**src/rtl/byte_col_packer_if.sv**
```systemverilog
// byte_col_packer_if
//   Groups the byte-input stream and the column-output stream of
//   byte_col_packer into one bundle.
//   Byte side  : din[7:0], din_valid (to packer), din_ready (from packer)
//   Column side: col_out[31:0], col_valid, col_idx[1:0], col_last (from
//                packer), col_ready (to packer)
//   modport slave  : the packer itself
//   modport master : the surrounding datapath (byte source and column sink)
interface byte_col_packer_if;
  logic [7:0]  din;
  logic        din_valid;
  logic        din_ready;
  logic [31:0] col_out;
  logic        col_valid;
  logic        col_ready;
  logic [1:0]  col_idx;
  logic        col_last;

  modport slave (
    input  din,
    input  din_valid,
    output din_ready,
    output col_out,
    output col_valid,
    input  col_ready,
    output col_idx,
    output col_last
  );

  modport master (
    output din,
    output din_valid,
    input  din_ready,
    input  col_out,
    input  col_valid,
    output col_ready,
    input  col_idx,
    input  col_last
  );
endinterface

```
**src/rtl/byte_col_packer.sv**
```systemverilog
// byte_col_packer
//   Byte-serial to column converter for the AES byte-serial datapath.
//   Packs four accepted bytes into a 32-bit column and offers it on a
//   valid/ready interface, tracking the column index within a block.
//
//   Ports:
//     clk  - rising-edge clock
//     rst  - asynchronous active-low reset
//     clr  - synchronous clear (drops partial column, pending output, index)
//     bus  - byte_col_packer_if.slave:
//              din/din_valid/din_ready        byte input stream
//              col_out/col_valid/col_ready    column output stream
//              col_idx                        column number within block
//              col_last                       col_valid on column COLS-1
//
//   Parameters:
//     COLS      - columns per block (2..4)
//     MSB_FIRST - 1: first byte lands in col_out[31:24]; 0: in col_out[7:0]
//
//   Build option:
//     AES_MIXCOL_EN - when defined, the completed column is passed through
//                     MixColumns before being registered into col_out.
module byte_col_packer #(
  parameter int COLS      = 4,
  parameter int MSB_FIRST = 1
) (
  input logic               clk,
  input logic               rst,
  input logic               clr,
  byte_col_packer_if.slave  bus
);

  localparam logic [1:0] LAST_IDX = 2'(COLS - 1);

  logic [31:0] acc;
  logic [31:0] acc_nxt;
  logic [31:0] col_load;
  logic [31:0] col_out_q;
  logic [1:0]  byte_cnt;
  logic [1:0]  col_idx_q;
  logic        col_valid_q;

  logic        din_ready_w;
  logic        accept;
  logic        drain;
  logic        complete;

`ifdef AES_MIXCOL_EN
  function automatic logic [7:0] xtime(input logic [7:0] b);
    return {b[6:0], 1'b0} ^ (b[7] ? 8'h1b : 8'h00);
  endfunction

  // r0 is always the first byte of the column, wherever MSB_FIRST puts it;
  // the result is written back into the same byte positions.
  function automatic logic [31:0] mix_column(input logic [31:0] c);
    logic [7:0] r0, r1, r2, r3;
    logic [7:0] m0, m1, m2, m3;
    if (MSB_FIRST != 0) begin
      r0 = c[31:24]; r1 = c[23:16]; r2 = c[15:8];  r3 = c[7:0];
    end else begin
      r0 = c[7:0];   r1 = c[15:8];  r2 = c[23:16]; r3 = c[31:24];
    end
    m0 = xtime(r0) ^ xtime(r1) ^ r1 ^ r2 ^ r3;
    m1 = r0 ^ xtime(r1) ^ xtime(r2) ^ r2 ^ r3;
    m2 = r0 ^ r1 ^ xtime(r2) ^ xtime(r3) ^ r3;
    m3 = xtime(r0) ^ r0 ^ r1 ^ r2 ^ xtime(r3);
    if (MSB_FIRST != 0) return {m0, m1, m2, m3};
    else                return {m3, m2, m1, m0};
  endfunction
`endif

  // The fourth byte may only be taken if the output register is free or
  // being drained on the same edge; bytes 0-2 never conflict with it.
  assign din_ready_w = rst && !(byte_cnt == 2'd3 && col_valid_q && !bus.col_ready);
  assign accept      = bus.din_valid && din_ready_w;
  assign drain       = col_valid_q && bus.col_ready;
  assign complete    = accept && (byte_cnt == 2'd3);

  always_comb begin
    if (MSB_FIRST != 0) acc_nxt = {acc[23:0], bus.din};
    else                acc_nxt = {bus.din, acc[31:8]};
  end

  always_comb begin
`ifdef AES_MIXCOL_EN
    col_load = mix_column(acc_nxt);
`else
    col_load = acc_nxt;
`endif
  end

  always_ff @(posedge clk or negedge rst) begin
    if (!rst) begin
      acc         <= '0;
      byte_cnt    <= '0;
      col_out_q   <= '0;
      col_valid_q <= 1'b0;
      col_idx_q   <= '0;
    end else if (clr) begin
      // col_out is intentionally left holding its last value
      acc         <= '0;
      byte_cnt    <= '0;
      col_valid_q <= 1'b0;
      col_idx_q   <= '0;
    end else begin
      if (accept) begin
        acc      <= acc_nxt;
        byte_cnt <= byte_cnt + 2'd1;
      end
      // A column completing on the drain edge keeps col_valid high and
      // picks up the index that the drain advances to.
      if (complete) begin
        col_out_q   <= col_load;
        col_valid_q <= 1'b1;
      end else if (drain) begin
        col_valid_q <= 1'b0;
      end
      if (drain) begin
        col_idx_q <= (col_idx_q == LAST_IDX) ? '0 : col_idx_q + 2'd1;
      end
    end
  end

  assign bus.din_ready = din_ready_w;
  assign bus.col_out   = col_out_q;
  assign bus.col_valid = col_valid_q;
  assign bus.col_idx   = col_idx_q;
  assign bus.col_last  = col_valid_q && (col_idx_q == LAST_IDX);

endmodule

```
**src/flat_wrapper.sv**
```systemverilog
// flat-port wrapper written by rule: the top's interface ports become plain ports
module byte_col_packer_flat 
#(
  parameter int COLS      = 4,
  parameter int MSB_FIRST = 1
)
  (clk, rst, clr, bus_din, bus_din_valid, bus_din_ready, bus_col_out, bus_col_valid, bus_col_ready, bus_col_idx, bus_col_last);
  byte_col_packer_if bus_i ();
  input logic clk;
  input logic rst;
  input logic clr;
  input wire logic [$bits(bus_i.din)-1:0] bus_din;
  input wire logic [$bits(bus_i.din_valid)-1:0] bus_din_valid;
  output wire logic [$bits(bus_i.din_ready)-1:0] bus_din_ready;
  output wire logic [$bits(bus_i.col_out)-1:0] bus_col_out;
  output wire logic [$bits(bus_i.col_valid)-1:0] bus_col_valid;
  input wire logic [$bits(bus_i.col_ready)-1:0] bus_col_ready;
  output wire logic [$bits(bus_i.col_idx)-1:0] bus_col_idx;
  output wire logic [$bits(bus_i.col_last)-1:0] bus_col_last;
  assign bus_i.din = bus_din;
  assign bus_i.din_valid = bus_din_valid;
  assign bus_din_ready = bus_i.din_ready;
  assign bus_col_out = bus_i.col_out;
  assign bus_col_valid = bus_i.col_valid;
  assign bus_i.col_ready = bus_col_ready;
  assign bus_col_idx = bus_i.col_idx;
  assign bus_col_last = bus_i.col_last;
  byte_col_packer #(.COLS(COLS), .MSB_FIRST(MSB_FIRST)) u_core (.clk(clk), .rst(rst), .clr(clr), .bus(bus_i));
endmodule
```
**config.mk**
```make
export PLATFORM = sky130hd
export DESIGN_NAME = byte_col_packer_flat
export DESIGN_NICKNAME = d
export VERILOG_FILES = /design/src/rtl/byte_col_packer_if.sv /design/src/rtl/byte_col_packer.sv /design/src/flat_wrapper.sv
export SDC_FILE = /design/constraint.sdc
export NUM_CORES = 1
export LEC_CHECK = 0
export ABC_AREA = 1
export CORE_MARGIN = 3
export CORE_UTILIZATION = 52
export CTS_CLUSTER_DIAMETER = 150
export DETAILED_ROUTE_END_ITERATION = 8
export HOLD_SLACK_MARGIN = 0.12
export PLACE_DENSITY = 0.79
export SLEW_MARGIN = 5
export SYNTH_ARGS = -nofsm -noshare
export SYNTH_HDL_FRONTEND = slang
export SYNTH_SLANG_ARGS = --single-unit
```
**constraint.sdc**
```tcl
create_clock -name clk -period 1.6 [get_ports clk]
set_input_delay 0.24 -clock clk [delete_from_list [all_inputs] [get_ports clk]]
set_output_delay 0.24 -clock clk [all_outputs]
set_load 0.02 [all_outputs]
```
Yosys cells after proc, flatten, opt, wreduce, memory -nomap -nowiden
Index checks and enable logic that the tools add are counted.

storage, ports and cells
  bits in registers = 61
  output and inout port bits = 37
  input bits = 13
  logic and storage cells = 33

cells by class
  $add $sub $neg = 2
  mux-type cells = 10
  bitwise logic cells = 1
  equality and inequality tests = 2
  reductions and logical operators = 13

operators by type and width
  operator                                     count
  two-way mux 24 bit                           2
  two-way mux 2 bit                            5
  logical AND 1 bit                            7
  adder 2 x 1 -> 2 bit, second input constant  2
  == test 2 bit, second input constant         2
  nonzero test 2 bit                           2
  two-way mux 1 bit                            3
  nonzero test 3 bit                           1
  zero test 1 bit                              2
  AND reduction 2 bit                          1
  NOT 1 bit                                    1

Longest topological paths before layout
Gate-level depths: netlist of the first run.

  word-level depth = 9
  mapped depth = 8
  gate-level depth less buffers = 7

Worst setup path after synthesis of the first run
OpenSTA, ideal clock, no wires.

  path type = register to output
  from = reg u_core.byte_cnt[0]
  to = out bus_din_ready
  arrival = 1.081 ns
  buffers on the path = 1
  cell stages (with the launch flop) = 6
  setup slack = 0.279 ns
  required time = 1.360 ns
  path through = dfrtp_1 ha_1 nand2_2 nor2_4 nor2_4 buf_2

on the way
  cells in the longest elaborated chain, start to end = 5

ends and longest elaborated chain
  item                             RTL line                text
  start, declared                  byte_col_packer.sv:39   logic [1:0] byte_cnt;
  start signal, assigned           byte_col_packer.sv:108  byte_cnt <= byte_cnt + 2'd1;
  == test 2 bit                    byte_col_packer.sv:74   assign din_ready_w = rst && !(byte_cnt == 2'd3 && col_valid_q && !bus.col_ready);
  logical AND 1 bit (2 in series)  byte_col_packer.sv:74
  zero test 1 bit                  byte_col_packer.sv:74
  logical AND 1 bit                byte_col_packer.sv:74
  end, declared                    flat_wrapper.sv:14      output wire logic [$bits(bus_i.din_ready)-1:0] bus_din_ready;

Every way passes these cells.

Worst setup path after layout of the first run
  from = reg u_core.byte_cnt[1]
  to = out bus_din_ready

Same word-level chain as after synthesis.

==> results of run 1 <==
[cells by family (layout without fill, tap and decap cells)]
kind of cell    count (synthesis)  in the layout  synth area share
compound gates                  1              1           0.00185
xor+xnor                        1              1           0.00324
fa+ha+maj                       2              2           0.00927
buf+inv                        38             97            0.0681
flops                          61             61             0.565
simple gates                  197            197             0.352
[layout make-up]
class | count | area, µm² | area share
Multi-Input combinational cell | 201 | 1010 | 0.282
Tap cell | 67 | 83.8 | 0.0235
Timing Repair Buffer | 69 | 687 | 0.192
Sequential cell | 61 | 1530 | 0.427
Clock inverter | 4 | 70.1 | 0.0196
Clock buffer | 12 | 155 | 0.0434
Inverter | 12 | 45.0 | 0.0126
[synthesized netlist by cell type (all sizes together)]
master    n  area, µm²
nand2   110        415
dfrtp    61       1530
nand4    53        338
nand3    30        160
buf      20        116
inv      12       45.0
clkbuf    6       22.5
nor2      4       37.5
ha        2       25.0
a21oi     1       5.00
xor2      1       8.76
[layer usage]
layer / global-route usage / share of wire / up-vias
met5: 0 / 0 / -
met4: 0.0682 / 0.011 / 0
met3: 0.0585 / 0.049 / 6
met2: 0.363 / 0.50 / 64
met1: 0.300 / 0.44 / 1134
li1: - / - / 1124
[sequential cells by signal, indices dropped and copies added, names as in the netlist]
register and cells:
u_core.bus.col_out 32, u_core.acc 24, u_core.bus.col_idx 2, u_core.byte_cnt 2, u_core.bus.col_valid 1
[final timing paths]
| kind | endpoint | slack, ns | cells after the start |
|---|---|---|---|
| min in group asynchronous | u_core.bus.col_out[0]$_DFFE_PN0P_ | 0.38 | 3 |
| max in group asynchronous | u_core.acc[19]$_DFFE_PN0P_ | 0.31 | 4 |
| worst max register to register | u_core.acc[7]$_DFFE_PN0P_ | 0.08 | 8 |
| worst min register to register | u_core.bus.col_out[15]$_DFFE_PN0P_ | 0.48 | 2 |
| worst min-delay path | u_core.bus.col_out[11]$_DFFE_PN0P_ | 0.31 | 3 |
| worst max-delay path | bus_din_ready | 0.03 | 5 |
[worst max-delay path, cell delays in order (launching register included)]
cell                      delay [ns]
sky130_fd_sc_hd__dfrtp_1        0.41
sky130_fd_sc_hd__ha_4           0.19
sky130_fd_sc_hd__nand2_4        0.06
sky130_fd_sc_hd__nor2_4         0.04
sky130_fd_sc_hd__nor2_4         0.14
sky130_fd_sc_hd__buf_6          0.13
[where the power goes]
| group | internal [µW] | switching [µW] | leakage, µW |
|---|---|---|---|
| Sequential | 1580 | 31.9 | 0.000839 |
| Combinational | 116 | 179 | 0.00105 |
| Clock | 957 | 595 | 0.000116 |
| Total | 2660 | 805 | 0.00200 |
[what timing repair did]
action | 4_1_cts | 5_1_grt
endpoints found under the hold margin | 4 | 0
gates resized for setup | 10 | 13
endpoints found under the setup margin | 62 | 35
buffers inserted | 0 | 3
hold buffers | 1 | 0
pin swaps | 0 | 2
[per-stage QoR]
step / cells / hold slack, ns / utilization / setup TNS, ns / power [µW]
after floorplan: 300 / -0.0556 / - / 0 / 1780
after global placement: 406 / 0.185 / 0.673 / -5.26 / 1920
after detailed placement: 406 / 0.188 / 0.673 / -5.75 / 1920
after CTS: 423 / 0.306 / 0.721 / -0.00231 / 3470
after global routing: 426 / 0.336 / 0.733 / -0.145 / 3590
final: 426 / 0.315 / 0.733 / 0 / 3460
==> out/qor.json, run 1 <==
{
  "layout.cells.most_common": "sky130_fd_sc_hd__nand2_1",
  "cp_max_fo": 3,
  "cp_data_required_time_ns": 1.36,
  "syn-cell-area_um2": 2700,
  "post_route_drc": 0,
  "drt-initial-drc-count": 207,
  "filler_cell_count": 372,
  "postSynthCellCount": 300,
  "syn_area_per_cell_um2": 9.00,
  "flow.area_growth_from_synthesis_pct": 32.4,
  "diodes": 0,
  "via_cell_ratio": 5.46,
  "power_density_nw_per_um2": 968,
  "final_number_of_hold_violating_endpoints": 0,
  "die_w_um": 78.1,
  "fp-row-count": 25,
  "grt_setup_unrepaired": "true",
  "cts_buffers": 9,
  "clkTransAtPathRegs_ns": 0.07,
  "critical_path.endpoint_type": "primary output",
  "route.vias.total": 2328,
  "report.final.slew_viol_count": 0,
  "portBuffers": 49,
  "layout_worst_path_cycle_share": 0.980,
  "final.setup.worst_slack_ns": 0.0319,
  "synth.yosys.seq_area_share": 0.565,
  "stdcell_area_um2": 3570,
  "setup_viol_count_final": 0,
  "syn_nets": 315,
  "final_net_count": 369,
  "design.core.area_um2": 4880,
  "reg2reg_from": "u_core.byte_cnt[1]$_DFFE_PN0P_",
  "dpl_cell_area_um2": 3280,
  "cts.htree.levels": 3,
  "max_cap_viol_count": 0,
  "gr-usage-all-layers": 0.225,
  "die-area_um2": 6090,
  "grt_start_max_net_pins": 59,
  "cts.root.buffer_cell": "sky130_fd_sc_hd__clkbuf_8",
  "maxSlewHeadroom": 0.522,
  "clock.fmax_ghz": 0.638,
  "finalClockSkew_ns": 0.00726,
  "most-common-layout-cells": "sky130_fd_sc_hd__nand2_1 (109), sky130_fd_sc_hd__dfrtp_1 (61), sky130_fd_sc_hd__nand4_1 (52)",
  "layout_cell_share_with_drive_strength_beyond_1": 0.136,
  "status": "finished, final reports clean",
  "ant_nets": 0,
  "start_point_of_the_worst_hold_path": "bus_din_valid",
  "critPathLaunchType": "register",
  "setup.worst_path.class": "reg -> out",
  "ys_warn_count": 0,
  "yosys_register_bits": 61,
  "cts_tree": "built",
  "floorplan.initialDensity": 0.553,
  "grt_pass1_wl_um": 10800,
  "grt_remaining_overflow": 0,
  "max-clock-path-buffers": 2,
  "place_congestion": 0.778,
  "cts_num_sinks": 61,
  "grt_pass1_vias": 2287,
  "min-delay-path-class": "in -> reg",
  "ys_types": 19,
  "finalWorstPathRequiredPeriod_ns": 1.57,
  "worst-slew-pin-transition_ns": 0.717,
  "detailedRoute.firstPassIterationCount": 4,
  "io_pins": 50,
  "leakagePower_uw": 0.00200,
  "worst_skew_pair.late_latency_ns": 0.34,
  "wl_um": 6240,
  "worst-endpoint-arrival_ns": 1.33,
  "dp_hpwl_um": 3930,
  "grt_antenna_before_repair": 0,
  "vdd_drop_max_mv": 0.577,
  "worstSetupStartpoint": "u_core.byte_cnt[1]$_DFFE_PN0P_",
  "pre_cts_slack_ns": -0.176,
  "wl_per_cell_um": 14.6,
  "chipHeight_um": 78.1
}
No activity file was read; power rests on OpenSTA's default activity.
==> inputs of run 2 (changes only) <==
--- a/config.mk
+++ b/config.mk
@@ -6,6 +6,7 @@
 export NUM_CORES = 1
 export LEC_CHECK = 0
 export ABC_AREA = 1
+export CAP_MARGIN = 10
 export CORE_MARGIN = 3
 export CORE_UTILIZATION = 52
 export CTS_CLUSTER_DIAMETER = 150
==> results of run 2 <==
Final layout, timing and power as in run 1 (identical DEF).
